`src/rtl/decode_pkg.sv`:
```
// ---------------------------------------------------------------------------
// decode_pkg
// Shared definitions for the RV64IM decode stage: major opcodes, the ALU
// operation encoding driven onto alu_control, the internal decoded-bundle
// struct and small immediate-formatting helpers.
// Immediates are built at the widest supported XLEN (64) and truncated by the
// consumer; sign-extend-then-truncate equals sign-extension at the narrow width.
// ---------------------------------------------------------------------------
package decode_pkg;

    localparam int IMM_MAX_W = 64;

    localparam logic [6:0] OPC_OP_IMM    = 7'b0010011;
    localparam logic [6:0] OPC_OP        = 7'b0110011;
    localparam logic [6:0] OPC_OP_IMM_32 = 7'b0011011;
    localparam logic [6:0] OPC_OP_32     = 7'b0111011;
    localparam logic [6:0] OPC_LUI       = 7'b0110111;
    localparam logic [6:0] OPC_AUIPC     = 7'b0010111;

    localparam logic [6:0] F7_BASE = 7'b0000000;
    localparam logic [6:0] F7_ALT  = 7'b0100000;
    localparam logic [6:0] F7_MEXT = 7'b0000001;

    // ALU_NONE doubles as the "no legal decode" marker.
    typedef enum logic [5:0] {
        ALU_NONE   = 6'h00,
        ALU_ADDI   = 6'h01, ALU_SLTI   = 6'h02, ALU_SLTIU  = 6'h03,
        ALU_XORI   = 6'h04, ALU_ORI    = 6'h05, ALU_ANDI   = 6'h06,
        ALU_SLLI   = 6'h07, ALU_SRLI   = 6'h08, ALU_SRAI   = 6'h09,
        ALU_ADD    = 6'h0C, ALU_SUB    = 6'h0D, ALU_SLL    = 6'h0E,
        ALU_SLT    = 6'h0F, ALU_SLTU   = 6'h10, ALU_XOR    = 6'h11,
        ALU_SRL    = 6'h12, ALU_SRA    = 6'h13, ALU_OR     = 6'h14,
        ALU_AND    = 6'h15, ALU_ADDIW  = 6'h16, ALU_SLLIW  = 6'h17,
        ALU_SRLIW  = 6'h18, ALU_SRAIW  = 6'h19, ALU_ADDW   = 6'h1A,
        ALU_SUBW   = 6'h1B, ALU_SLLW   = 6'h1C, ALU_SRLW   = 6'h1D,
        ALU_SRAW   = 6'h1E, ALU_MUL    = 6'h1F, ALU_MULH   = 6'h20,
        ALU_MULHSU = 6'h21, ALU_MULHU  = 6'h22, ALU_DIV    = 6'h23,
        ALU_DIVU   = 6'h24, ALU_REM    = 6'h25, ALU_REMU   = 6'h26,
        ALU_MULW   = 6'h27, ALU_DIVW   = 6'h28, ALU_DIVUW  = 6'h29,
        ALU_REMW   = 6'h2A, ALU_REMUW  = 6'h2B, ALU_LUI    = 6'h2C,
        ALU_AUIPC  = 6'h2D
    } alu_op_e;

    typedef struct packed {
        alu_op_e                alu;
        logic [4:0]             rs1;
        logic [4:0]             rs2;
        logic [4:0]             rd;
        logic [IMM_MAX_W-1:0]   imm;
        logic                   mux_b;
        logic                   rd_we;
        logic                   illegal;
        logic                   use_rs1;   // rs1 participates in RAW check
        logic                   use_rs2;   // rs2 participates in RAW check
    } decoded_t;

    // I-type immediate, sign-extended.
    function automatic logic [IMM_MAX_W-1:0] sext_i(input logic [11:0] f);
        return {{(IMM_MAX_W-12){f[11]}}, f};
    endfunction

    // U-type immediate {f, 12'b0}, sign-extended from bit 31.
    function automatic logic [IMM_MAX_W-1:0] sext_u(input logic [19:0] f);
        return {{(IMM_MAX_W-32){f[19]}}, f, 12'h000};
    endfunction

endpackage

```
`src/rtl/reg_scoreboard.sv`:
```
// ---------------------------------------------------------------------------
// reg_scoreboard
// Per-register busy bits used for RAW stall detection.
//   clk, reset_n         clock, async active-low reset
//   flush                clears every busy bit on the next edge
//   set_en / set_addr    mark a destination busy (wins over a same-cycle clear)
//   clr_en / clr_addr    writeback retirement
//   qa_addr / qb_addr    two query ports; qX_busy excludes a register that is
//                        being retired this very cycle
// Register 0 is never busy.
// ---------------------------------------------------------------------------
module reg_scoreboard #(
    parameter int NUM_REGS = 32,
    localparam int AW = $clog2(NUM_REGS)
) (
    input  logic          clk,
    input  logic          reset_n,
    input  logic          flush,
    input  logic          set_en,
    input  logic [AW-1:0] set_addr,
    input  logic          clr_en,
    input  logic [AW-1:0] clr_addr,
    input  logic [AW-1:0] qa_addr,
    input  logic [AW-1:0] qb_addr,
    output logic          qa_busy,
    output logic          qb_busy
);

    logic [NUM_REGS-1:0] r_busy;
    logic [NUM_REGS-1:0] w_busy_next;

    // Next busy vector: set has priority over clear, bit 0 pinned low.
    always_comb begin
        w_busy_next = '0;
        for (int i = 1; i < NUM_REGS; i++) begin
            w_busy_next[i] = (set_en && (set_addr == AW'(i))) ||
                             (r_busy[i] && !(clr_en && (clr_addr == AW'(i))));
        end
    end

    // Busy bit storage; flush empties the scoreboard.
    always_ff @(posedge clk or negedge reset_n) begin
        if (!reset_n) begin
            r_busy <= '0;
        end else if (flush) begin
            r_busy <= '0;
        end else begin
            r_busy <= w_busy_next;
        end
    end

    // A register retiring this cycle is already free for a new reader.
    assign qa_busy = r_busy[qa_addr] && !(clr_en && (clr_addr == qa_addr));
    assign qb_busy = r_busy[qb_addr] && !(clr_en && (clr_addr == qb_addr));

endmodule

```
`src/rtl/decode_stage.sv`:
```
// ---------------------------------------------------------------------------
// decode_stage
// RV64IM decode for OP-IMM, OP, OP-32, OP-IMM-32, LUI and AUIPC with a
// valid/ready handshake, one-cycle registered output, RAW scoreboard stall,
// flush and an illegal-instruction flag.
// Ports:
//   clk, reset_n                clock, async active-low reset
//   in_valid/in_ready           fetch handshake; in_ins, in_pc instruction + PC
//   flush                       drop the output bundle and clear the scoreboard
//   wb_valid/wb_rd              writeback retirement of a destination register
//   out_valid/out_ready         downstream handshake
//   alu_control, addressA/B/C, imm, muxB_control, rd_we, out_pc, out_illegal
//                               registered decoded bundle
// Build option: define DECODE_MEXT_EN to decode the M extension
// (funct7 = 0000001 on OP / OP-32); otherwise those encodings are illegal.
// Illegal encodings deliver a bundle with all fields zero except out_illegal
// and out_pc, and never stall on the scoreboard.
// LUI/AUIPC report addressA = 0 since they read no register.
// ---------------------------------------------------------------------------
module decode_stage
    import decode_pkg::*;
#(
    parameter int BUS_DATA_WIDTH = 64,
    parameter int ALU_CTRL_W     = 6,
    parameter int NUM_REGS       = 32
) (
    input  logic                      clk,
    input  logic                      reset_n,
    input  logic                      in_valid,
    output logic                      in_ready,
    input  logic [31:0]               in_ins,
    input  logic [BUS_DATA_WIDTH-1:0] in_pc,
    input  logic                      flush,
    input  logic                      wb_valid,
    input  logic [4:0]                wb_rd,
    output logic                      out_valid,
    input  logic                      out_ready,
    output logic [ALU_CTRL_W-1:0]     alu_control,
    output logic [4:0]                addressA,
    output logic [4:0]                addressB,
    output logic [4:0]                addressC,
    output logic [BUS_DATA_WIDTH-1:0] imm,
    output logic                      muxB_control,
    output logic                      rd_we,
    output logic [BUS_DATA_WIDTH-1:0] out_pc,
    output logic                      out_illegal
);

    localparam int AW       = $clog2(NUM_REGS);
    localparam bit IS_RV64  = (BUS_DATA_WIDTH == 64);

    logic [6:0] w_opc;
    logic [2:0] w_f3;
    logic [6:0] w_f7;
    decoded_t   w_dec;
    logic       w_qa_busy;
    logic       w_qb_busy;
    logic       w_hazard;
    logic       w_in_ready;
    logic       w_accept;

    logic                      r_out_valid;
    alu_op_e                   r_alu;
    logic [4:0]                r_addr_a;
    logic [4:0]                r_addr_b;
    logic [4:0]                r_addr_c;
    logic [BUS_DATA_WIDTH-1:0] r_imm;
    logic                      r_mux_b;
    logic                      r_rd_we;
    logic [BUS_DATA_WIDTH-1:0] r_pc;
    logic                      r_illegal;

    assign w_opc = in_ins[6:0];
    assign w_f3  = in_ins[14:12];
    assign w_f7  = in_ins[31:25];

    // Combinational instruction decode into the internal bundle.
    always_comb begin
        w_dec     = '0;
        w_dec.alu = ALU_NONE;
        w_dec.rd  = in_ins[11:7];
        case (w_opc)
            OPC_OP_IMM: begin
                w_dec.rs1     = in_ins[19:15];
                w_dec.use_rs1 = 1'b1;
                w_dec.mux_b   = 1'b1;
                w_dec.imm     = sext_i(in_ins[31:20]);
                case (w_f3)
                    3'b000: w_dec.alu = ALU_ADDI;
                    3'b010: w_dec.alu = ALU_SLTI;
                    3'b011: w_dec.alu = ALU_SLTIU;
                    3'b100: w_dec.alu = ALU_XORI;
                    3'b110: w_dec.alu = ALU_ORI;
                    3'b111: w_dec.alu = ALU_ANDI;
                    3'b001: begin
                        // shamt[5] only exists on RV64
                        w_dec.imm = {58'd0, in_ins[25:20]};
                        if ((in_ins[31:26] == 6'b000000) && (IS_RV64 || !in_ins[25])) begin
                            w_dec.alu = ALU_SLLI;
                        end else begin
                            w_dec.alu = ALU_NONE;
                        end
                    end
                    3'b101: begin
                        w_dec.imm = {58'd0, in_ins[25:20]};
                        if (!IS_RV64 && in_ins[25]) begin
                            w_dec.alu = ALU_NONE;
                        end else if (in_ins[31:26] == 6'b000000) begin
                            w_dec.alu = ALU_SRLI;
                        end else if (in_ins[31:26] == 6'b010000) begin
                            w_dec.alu = ALU_SRAI;
                        end else begin
                            w_dec.alu = ALU_NONE;
                        end
                    end
                    default: w_dec.alu = ALU_NONE;
                endcase
            end
            OPC_OP: begin
                w_dec.rs1     = in_ins[19:15];
                w_dec.rs2     = in_ins[24:20];
                w_dec.use_rs1 = 1'b1;
                w_dec.use_rs2 = 1'b1;
                case ({w_f7, w_f3})
                    {F7_BASE, 3'b000}: w_dec.alu = ALU_ADD;
                    {F7_ALT,  3'b000}: w_dec.alu = ALU_SUB;
                    {F7_BASE, 3'b001}: w_dec.alu = ALU_SLL;
                    {F7_BASE, 3'b010}: w_dec.alu = ALU_SLT;
                    {F7_BASE, 3'b011}: w_dec.alu = ALU_SLTU;
                    {F7_BASE, 3'b100}: w_dec.alu = ALU_XOR;
                    {F7_BASE, 3'b101}: w_dec.alu = ALU_SRL;
                    {F7_ALT,  3'b101}: w_dec.alu = ALU_SRA;
                    {F7_BASE, 3'b110}: w_dec.alu = ALU_OR;
                    {F7_BASE, 3'b111}: w_dec.alu = ALU_AND;
`ifdef DECODE_MEXT_EN
                    {F7_MEXT, 3'b000}: w_dec.alu = ALU_MUL;
                    {F7_MEXT, 3'b001}: w_dec.alu = ALU_MULH;
                    {F7_MEXT, 3'b010}: w_dec.alu = ALU_MULHSU;
                    {F7_MEXT, 3'b011}: w_dec.alu = ALU_MULHU;
                    {F7_MEXT, 3'b100}: w_dec.alu = ALU_DIV;
                    {F7_MEXT, 3'b101}: w_dec.alu = ALU_DIVU;
                    {F7_MEXT, 3'b110}: w_dec.alu = ALU_REM;
                    {F7_MEXT, 3'b111}: w_dec.alu = ALU_REMU;
`endif
                    default: w_dec.alu = ALU_NONE;
                endcase
            end
            OPC_OP_IMM_32: begin
                w_dec.rs1     = in_ins[19:15];
                w_dec.use_rs1 = 1'b1;
                w_dec.mux_b   = 1'b1;
                w_dec.imm     = sext_i(in_ins[31:20]);
                if (!IS_RV64) begin
                    w_dec.alu = ALU_NONE;
                end else begin
                    case ({w_f7, w_f3})
                        {F7_BASE, 3'b001}: w_dec.alu = ALU_SLLIW;
                        {F7_BASE, 3'b101}: w_dec.alu = ALU_SRLIW;
                        {F7_ALT,  3'b101}: w_dec.alu = ALU_SRAIW;
                        default: begin
                            // addiw has a free 12-bit immediate
                            if (w_f3 == 3'b000) begin
                                w_dec.alu = ALU_ADDIW;
                            end else begin
                                w_dec.alu = ALU_NONE;
                            end
                        end
                    endcase
                    // W shifts carry a 5-bit shamt; ins[25]=1 already fails funct7
                    if ((w_f3 == 3'b001) || (w_f3 == 3'b101)) begin
                        w_dec.imm = {59'd0, in_ins[24:20]};
                    end else begin
                        w_dec.imm = sext_i(in_ins[31:20]);
                    end
                end
            end
            OPC_OP_32: begin
                w_dec.rs1     = in_ins[19:15];
                w_dec.rs2     = in_ins[24:20];
                w_dec.use_rs1 = 1'b1;
                w_dec.use_rs2 = 1'b1;
                if (!IS_RV64) begin
                    w_dec.alu = ALU_NONE;
                end else begin
                    case ({w_f7, w_f3})
                        {F7_BASE, 3'b000}: w_dec.alu = ALU_ADDW;
                        {F7_ALT,  3'b000}: w_dec.alu = ALU_SUBW;
                        {F7_BASE, 3'b001}: w_dec.alu = ALU_SLLW;
                        {F7_BASE, 3'b101}: w_dec.alu = ALU_SRLW;
                        {F7_ALT,  3'b101}: w_dec.alu = ALU_SRAW;
`ifdef DECODE_MEXT_EN
                        {F7_MEXT, 3'b000}: w_dec.alu = ALU_MULW;
                        {F7_MEXT, 3'b100}: w_dec.alu = ALU_DIVW;
                        {F7_MEXT, 3'b101}: w_dec.alu = ALU_DIVUW;
                        {F7_MEXT, 3'b110}: w_dec.alu = ALU_REMW;
                        {F7_MEXT, 3'b111}: w_dec.alu = ALU_REMUW;
`endif
                        default: w_dec.alu = ALU_NONE;
                    endcase
                end
            end
            OPC_LUI: begin
                w_dec.alu   = ALU_LUI;
                w_dec.mux_b = 1'b1;
                w_dec.imm   = sext_u(in_ins[31:12]);
            end
            OPC_AUIPC: begin
                w_dec.alu   = ALU_AUIPC;
                w_dec.mux_b = 1'b1;
                w_dec.imm   = sext_u(in_ins[31:12]);
            end
            default: w_dec.alu = ALU_NONE;
        endcase

        // Illegal encodings collapse to an all-zero bundle with the flag set.
        if (w_dec.alu == ALU_NONE) begin
            w_dec         = '0;
            w_dec.illegal = 1'b1;
        end else begin
            w_dec.rd_we = (w_dec.rd != 5'd0);
        end
    end

    reg_scoreboard #(
        .NUM_REGS (NUM_REGS)
    ) u_scoreboard (
        .clk      (clk),
        .reset_n  (reset_n),
        .flush    (flush),
        .set_en   (w_accept && w_dec.rd_we),
        .set_addr (w_dec.rd[AW-1:0]),
        .clr_en   (wb_valid),
        .clr_addr (wb_rd[AW-1:0]),
        .qa_addr  (w_dec.rs1[AW-1:0]),
        .qb_addr  (w_dec.rs2[AW-1:0]),
        .qa_busy  (w_qa_busy),
        .qb_busy  (w_qb_busy)
    );

    assign w_hazard   = (w_dec.use_rs1 && w_qa_busy) || (w_dec.use_rs2 && w_qb_busy);
    assign w_in_ready = !flush && !w_hazard && (!r_out_valid || out_ready);
    assign w_accept   = in_valid && w_in_ready;

    // Output bundle register: load on accept, hold under backpressure.
    always_ff @(posedge clk or negedge reset_n) begin
        if (!reset_n) begin
            r_out_valid <= 1'b0;
            r_alu       <= ALU_NONE;
            r_addr_a    <= 5'd0;
            r_addr_b    <= 5'd0;
            r_addr_c    <= 5'd0;
            r_imm       <= '0;
            r_mux_b     <= 1'b0;
            r_rd_we     <= 1'b0;
            r_pc        <= '0;
            r_illegal   <= 1'b0;
        end else if (flush) begin
            r_out_valid <= 1'b0;
        end else if (w_accept) begin
            r_out_valid <= 1'b1;
            r_alu       <= w_dec.alu;
            r_addr_a    <= w_dec.rs1;
            r_addr_b    <= w_dec.rs2;
            r_addr_c    <= w_dec.rd;
            r_imm       <= w_dec.imm[BUS_DATA_WIDTH-1:0];
            r_mux_b     <= w_dec.mux_b;
            r_rd_we     <= w_dec.rd_we;
            r_pc        <= in_pc;
            r_illegal   <= w_dec.illegal;
        end else if (out_ready) begin
            r_out_valid <= 1'b0;
        end else begin
            r_out_valid <= r_out_valid;
        end
    end

    assign in_ready     = w_in_ready;
    assign out_valid    = r_out_valid;
    assign alu_control  = ALU_CTRL_W'(r_alu);
    assign addressA     = r_addr_a;
    assign addressB     = r_addr_b;
    assign addressC     = r_addr_c;
    assign imm          = r_imm;
    assign muxB_control = r_mux_b;
    assign rd_we        = r_rd_we;
    assign out_pc       = r_pc;
    assign out_illegal  = r_illegal;

endmodule

```
`config.mk`:
```
export PLATFORM = sky130hd
export DESIGN_NAME = decode_stage
export DESIGN_NICKNAME = d
export VERILOG_FILES = /design/src/rtl/decode_pkg.sv /design/src/rtl/reg_scoreboard.sv /design/src/rtl/decode_stage.sv
export SDC_FILE = /design/constraint.sdc
export NUM_CORES = 1
export LEC_CHECK = 0
export CORE_UTILIZATION = 47
export CTS_CLUSTER_DIAMETER = 200
export DETAILED_ROUTE_END_ITERATION = 8
export MAX_ROUTING_LAYER = met4
export PLACE_DENSITY = 0.92
export SLEW_MARGIN = 20
export SYNTH_ARGS = -nofsm -noshare
export SYNTH_HDL_FRONTEND = slang
export SYNTH_SLANG_ARGS = --single-unit
```
`constraint.sdc`:
```
create_clock -name clk -period 4.4 [get_ports clk]
set_input_delay 0.88 -clock clk [delete_from_list [all_inputs] [get_ports clk]]
set_output_delay 0.88 -clock clk [all_outputs]
set_load 0.02 [all_outputs]
```
==> impl_metrics.ini <==
[clock_tree]
tritoncts.num_buffers = 17
max_root_sink_buffers = 2
clk_latency_ns = 0.43
h-tree-depth = 4
clock_pin_slew_on_the_worst_setup_and_hold_paths_ns = 0.06
tritoncts_num_sinks = 152
postCtsHoldBufs = 0
tritoncts = done
cts.root.buffer_cell = sky130_fd_sc_hd__clkbuf_16

[detailed_routing]
detailedRoute.firstIterationViolations = 449
drt-total-wl_mm = 26.4
routed-via-count = 7569
route.detailed.wl_per_inst_um = 19.6
number_of_antenna_violating_nets_in_the_routed_design = 0
final_routed_drc_violation_total = 0
detailedRoute.firstPassIterationCount = 6
drt-vias-per-instance = 5.63

[worst_setup_path]
critPathArrivalTime_ns = 3.53
worst-r2r-cell-count = 11
endpoint_kind = output port
worst_r2r_startpoint = u_scoreboard.r_busy[4]$_DFF_PN0_
cp-start-kind = primary input
path_max_fanout = 5
critPathRequiredTime_ns = 3.52
critical_path.reg2reg.endpoint = imm[6]$_DFFE_PN0P_
crit_type = in -> out
r2r_setup_slack_ns = 1.18

[pwr]
ir_drop_v = 0.000320
power.net_switching_w = 0.00108
pwr_dens_nw_per_um2 = 313
p_seq_frac = 0.401
internal-power_w = 0.00281
share_comb_of_total_power = 0.217
switching_share_of_power = 0.278
proportion_of_power_drawn_by_the_clock_network = 0.382
cellLeakagePower_nw = 5.23
total_power_w = 0.00389

[synth]
top_area_cells_in_the_synthesized_netlist = sky130_fd_sc_hd__dfrtp_1 (46%), sky130_fd_sc_hd__mux2_1 (10%), sky130_fd_sc_hd__mux2i_1 (4.5%)
synth.ff_latch_count = 152
synth_ff_type = sky130_fd_sc_hd__dfrtp_1
synthesized_area_per_cell_um2 = 10.5
synth_seq_area_share = 0.461
post_synth_instance_area_um2 = 8260
synthesis.yosys.warnings = 0
synth_async_sr_flop_share = 1.00
synthesis.instances = 785
synth.top_cell.area_share = 0.461
number_of_distinct_library_cell_variants_in_the_gate_level_netlist_after_synthesis = 72
synth.largest_area_cell = sky130_fd_sc_hd__dfrtp_1
syn_nets = 892
synth_enable_flop_cells = 0

[floorplan]
design.core.area_um2 = 17200
rows = 48
chipHeight_um = 135
die_x_um = 135
initial_utilization = 0.479
dieArea_um2 = 18100
num_io_pins = 261

[global_routing]
grt_first_pass_wirelength_mm = 41.0
grt_pass1_vias = 7652
grt_overflow = 0
grt_antenna_before_repair = 0
grt_max_degree = 101
global_route.usage.total = 0.305

[final_layout]
final_cell_area_um2 = 12400
drive_gt1_frac = 0.211
num-nets-final = 1214
n_antenna_cell = 0
syn_to_final_growth_pct = 50.6

[timing]
worst_margin_slew_ns = 0.957
timing.max_slew.rel_slack = 0.362
final_max_slew_viol_count = 0
period_minus_slack_ns = 4.41
timing.final.crit_share = 1.00
timing.final.hold_violations = 0
fin_skew_ns = 0.0109
worst_slack_ns = -0.0118
setup-violations-final = 1
max_freq_mhz = 227
grt_setup_unrepaired = true

[placement]
gp_routability_congestion = 0.938
place_area_um2 = 11500
dp_slack_ns = -0.875
detailedPlacementHpwl_mm = 19.0
portBuffers = 260

[hold_path]
hold-path-cell-count = 1
worst_hold_path_type = reg -> reg
hold_path_startpoint = addressB[3]$_DFFE_PN0P_
min_to = addressB[3]$_DFFE_PN0P_

[status]
status = complete, but fails checks
violations = setup timing

[job]
maxCapViolations = 0
-- per-layer routing --
| layer | vias to the layer above | share of wire | global-route usage |
|---|---|---|---|
| li1 | 3403 | - | - |
| met4 | 0 | 0.033 | 0.134 |
| met1 | 3680 | 0.40 | 0.365 |
| met5 | - | 0 | - |
| met2 | 413 | 0.50 | 0.513 |
| met3 | 73 | 0.064 | 0.0462 |
-- sequential cells by signal (all words and copies together) (netlist names) --
| name | flops |
|---|---|
| imm | 32 |
| addressC | 5 |
| u_scoreboard.r_busy | 31 |
| rd_we | 1 |
| addressA | 5 |
| out_illegal | 1 |
| alu_control | 6 |
| out_pc | 64 |
| out_valid | 1 |
| muxB_control | 1 |
| addressB | 5 |
-- layout make-up --
type | count | area (µm²)
Inverter | 55 | 206
Tap cell | 225 | 282
Timing Repair Buffer | 385 | 3630
Sequential cell | 152 | 3800
Clock buffer | 21 | 460
Fill cell | 1181 | 4800
Clock inverter | 11 | 139
Multi-Input combinational cell | 496 | 3910
-- kinds of logic (layout without fill, tap and decap cells) --
kind of cell | count (synthesis) | count (layout) | share of synthesized area
xor+xnor | 10 | 10 | 0.0106
simple gates | 223 | 223 | 0.142
flops | 152 | 152 | 0.461
buf+inv | 137 | 472 | 0.0924
compound gates | 138 | 138 | 0.117
mux | 124 | 124 | 0.176
fa+ha+maj | 1 | 1 | 0.00121
-- critical path, stage by stage --
cell,delay (ns)
sky130_fd_sc_hd__buf_2,0.11
sky130_fd_sc_hd__buf_4,0.14
sky130_fd_sc_hd__nand3b_1,0.18
sky130_fd_sc_hd__or3_4,0.42
sky130_fd_sc_hd__nor4bb_4,0.33
sky130_fd_sc_hd__or3_4,0.19
sky130_fd_sc_hd__buf_4,0.11
sky130_fd_sc_hd__nor4b_4,0.04
sky130_fd_sc_hd__buf_6,0.12
sky130_fd_sc_hd__buf_4,0.13
sky130_fd_sc_hd__a311oi_1,0.31
sky130_fd_sc_hd__o2111ai_2,0.15
sky130_fd_sc_hd__nand2_1,0.10
sky130_fd_sc_hd__and3_4,0.20
sky130_fd_sc_hd__buf_6,0.12
-- timing repair --
| item | 4_1_cts | 5_1_grt |
|---|---|---|
| pin swaps | 17 | 21 |
| gates resized for setup | 99 | 41 |
| setup buffers | 8 | 8 |
| cloned | 3 | 1 |
| setup endpoints to repair | 52 | 1 |
-- metrics by stage --
stage	hold WS (ns)	cells	utilization	setup TNS [ns]
6_report	0.484	1345	0.721	-0.0118
5_1_grt	0.500	1345	0.721	-0.0815
4_1_cts	0.487	1336	0.712	0
3_5_place_dp	0.474	1293	0.665	-49.80
3_3_place_gp	0.466	1293	0.665	-38.12
2_1_floorplan	0.479	785	-	0
-- power groups by stage --
stage	Sequential (W)	Combinational [W]	Clock [W]
floorplan	0.00171	0.000212	0
global placement	0.00157	0.000800	0
detailed placement	0.00158	0.000811	0
CTS	0.00156	0.000829	0.00149
global route	0.00157	0.000885	0.00156
finish	0.00156	0.000844	0.00149
-- Yosys cell counts, drive strengths merged (7+ instances only) --
| cell type | count |
|---|---|
| nand3 | 29 |
| nor2 | 32 |
| inv | 55 |
| o21ai | 28 |
| nand2b | 14 |
| and3 | 9 |
| o22ai | 10 |
| nor2b | 9 |
| buf | 59 |
| and2 | 7 |
| mux4 | 9 |
| clkbuf | 23 |
| nor3 | 17 |
| dfrtp | 152 |
| a21oi | 36 |
| mux2i | 37 |
| mux2 | 78 |
| nand2 | 65 |
| xor2 | 7 |
-- worst max-delay path by stage --
stage / from / to / slack [ns] / cells past startpoint
after global routing: in_ins[4] / in_ready / -0.08 / 14
after detailed placement: in_ins[0] / in_ready / -0.87 / 11
after floorplan: in_ins[14] / in_ready / 0.28 / 12
after CTS: in_ins[27] / in_ready / 0.003 / 12
after global placement: in_ins[0] / in_ready / -0.89 / 11
final: in_ins[6] / in_ready / -0.01 / 15
-- cells in the final DEF (no fill, tap or decap), types with 15 or more instances in the layout --
cell	Yosys	routed
sky130_fd_sc_hd__clkdlybuf4s50_1	0	241
sky130_fd_sc_hd__dfrtp_1	152	152
sky130_fd_sc_hd__buf_4	35	106
sky130_fd_sc_hd__mux2_1	73	73
sky130_fd_sc_hd__nand2_1	65	65
sky130_fd_sc_hd__inv_1	55	55
sky130_fd_sc_hd__mux2i_1	37	37
sky130_fd_sc_hd__a21oi_1	36	35
sky130_fd_sc_hd__nor2_1	32	31
sky130_fd_sc_hd__nand3_1	29	28
sky130_fd_sc_hd__o21ai_0	23	21
sky130_fd_sc_hd__clkbuf_16	0	17
sky130_fd_sc_hd__buf_6	10	15
Power figures use the tool's default switching activity.
==> RTL change (config.mk and constraints unchanged) <==
Change the parameter `BUS_DATA_WIDTH` from 64 to 32.
--- a/src/rtl/decode_stage.sv
+++ b/src/rtl/decode_stage.sv
@@ -20,7 +20,7 @@
 module decode_stage
     import decode_pkg::*;
 #(
-    parameter int BUS_DATA_WIDTH = 64,
+    parameter int BUS_DATA_WIDTH = 32,
     parameter int ALU_CTRL_W     = 6,
     parameter int NUM_REGS       = 32
 ) (
Ports: changed (resized imm, in_pc and out_pc); port bits go from 261 to 165. No check against the original RTL was run, so the function may have changed too.
==> RTL change against the unedited design <==
- sequential share of layout area down 0.062 points
- global-route usage down 2.1 points
- die area down 17%
- synthesized area down 17%
- largest power group is now the clock network
- total power down 19%
- setup slack better by 0.099 ns
- sequential cell count down 32
- routed wire length down 24%
- synthesized cell count down 19%
- cell area down 21%
- highest routed layer unchanged
==> RTL change: results <==
{
  "synth_fa_ha_area_share_pct": 0.146,
  "synth.distinct_cells": 64,
  "mappedNetlistNets": 711,
  "met2WireLength_um": 10000,
  "cp.arrival_ns": 3.43,
  "fp-row-count": 43,
  "syn-mean-instance-area_um2": 10.7,
  "finalClockSkew_ns": 0.0157,
  "gpl.final_weighted_congestion": 0.970,
  "grt_pass1_vias": 6152,
  "synth.area.top_cells": "dfrtp_1 (44%), mux2_4 (11%), mux2i_1 (5.0%)",
  "dpl-instance-area_mm2": 0.00916,
  "pwr.group.sequential_mw": 1.19,
  "drive_above_1_share_pct": 23.5,
  "switching_component_of_the_power_mw": 0.820,
  "grt_pass1_wl_um": 31500,
  "grt_use_met3_pct": 6.32,
  "cell_types_with_the_highest_counts_after_synthesis": "dfrtp_1 (120), nand2_1 (72), mux2_4 (52)",
  "status": "finished, final reports clean",
  "detailedPlace.worstSlack_ns": -0.347,
  "place.port_buffers": 164,
  "met1Wirelength_um": 7980,
  "worstMarginPinSlew_ns": 0.924,
  "drt-vias-per-instance": 5.82,
  "synth_xor_xnor_area_share_pct": 1.15
}
## RTL change: cell count changes in the layout (fill, tap and decap cells not counted), moves of 10 or more
cell and change:
clkdlybuf4s50_1 -85, mux2_1 -63, mux2_4 +52, dfrtp_1 -32, o31ai_1 +25, inv_1 -22
buf_4 -19, buf_6 -15, buf_2 -13, o21ai_0 -12, a21oi_1 -10, o211ai_1 +10
o22ai_1 -10
## RTL change: critical path: stages
cell and delay [ns]:
clkdlybuf4s50_1 0.42, nand4b_1 0.26, nor4b_2 0.39, a21boi_2 0.33, nor3_4 0.09, a31o_2 0.25
a2111o_1 0.37, and2_4 0.18, clkdlybuf4s15_2 0.26
## RTL change: layout make-up
| type | count | area, um2 |
|---|---|---|
| clock inverters | 12 | 126 |
| flip-flops and latches | 120 | 3000 |
| inverters | 35 | 131 |
| fillers | 978 | 4210 |
| well taps | 180 | 225 |
| clock buffers | 19 | 453 |
| multi-input cells | 431 | 3490 |
| repair buffers | 255 | 2400 |
## RTL change: what timing repair did
action	CTS	global route
setup buffers	0	3
resized for setup	8	11
endpoints found under the setup margin	1	1
pin swaps	2	6
## RTL change: cells by family after synthesis
logic type,after synthesis
adder cells (fa/ha/maj),1
flip-flops,120
multiplexers,109
buffers and inverters,85
AO/OA/AOI/OAI,125
AND/OR/NAND/NOR,187
XOR/XNOR,9
## RTL change: final timing paths
check	from	end	slack, ns
worst max-delay path	in_ins[6]	in_ready	0.09
worst min-delay path	imm[13]	imm[13]	0.49
worst max register to register	u_scoreboard.r_busy[11]	u_scoreboard.r_busy[17]	1.51
worst min register to register	imm[13]	imm[13]	0.49
max in group asynchronous	reset_n	out_pc[8]	3.09
min in group asynchronous	reset_n	alu_control[3]	0.53
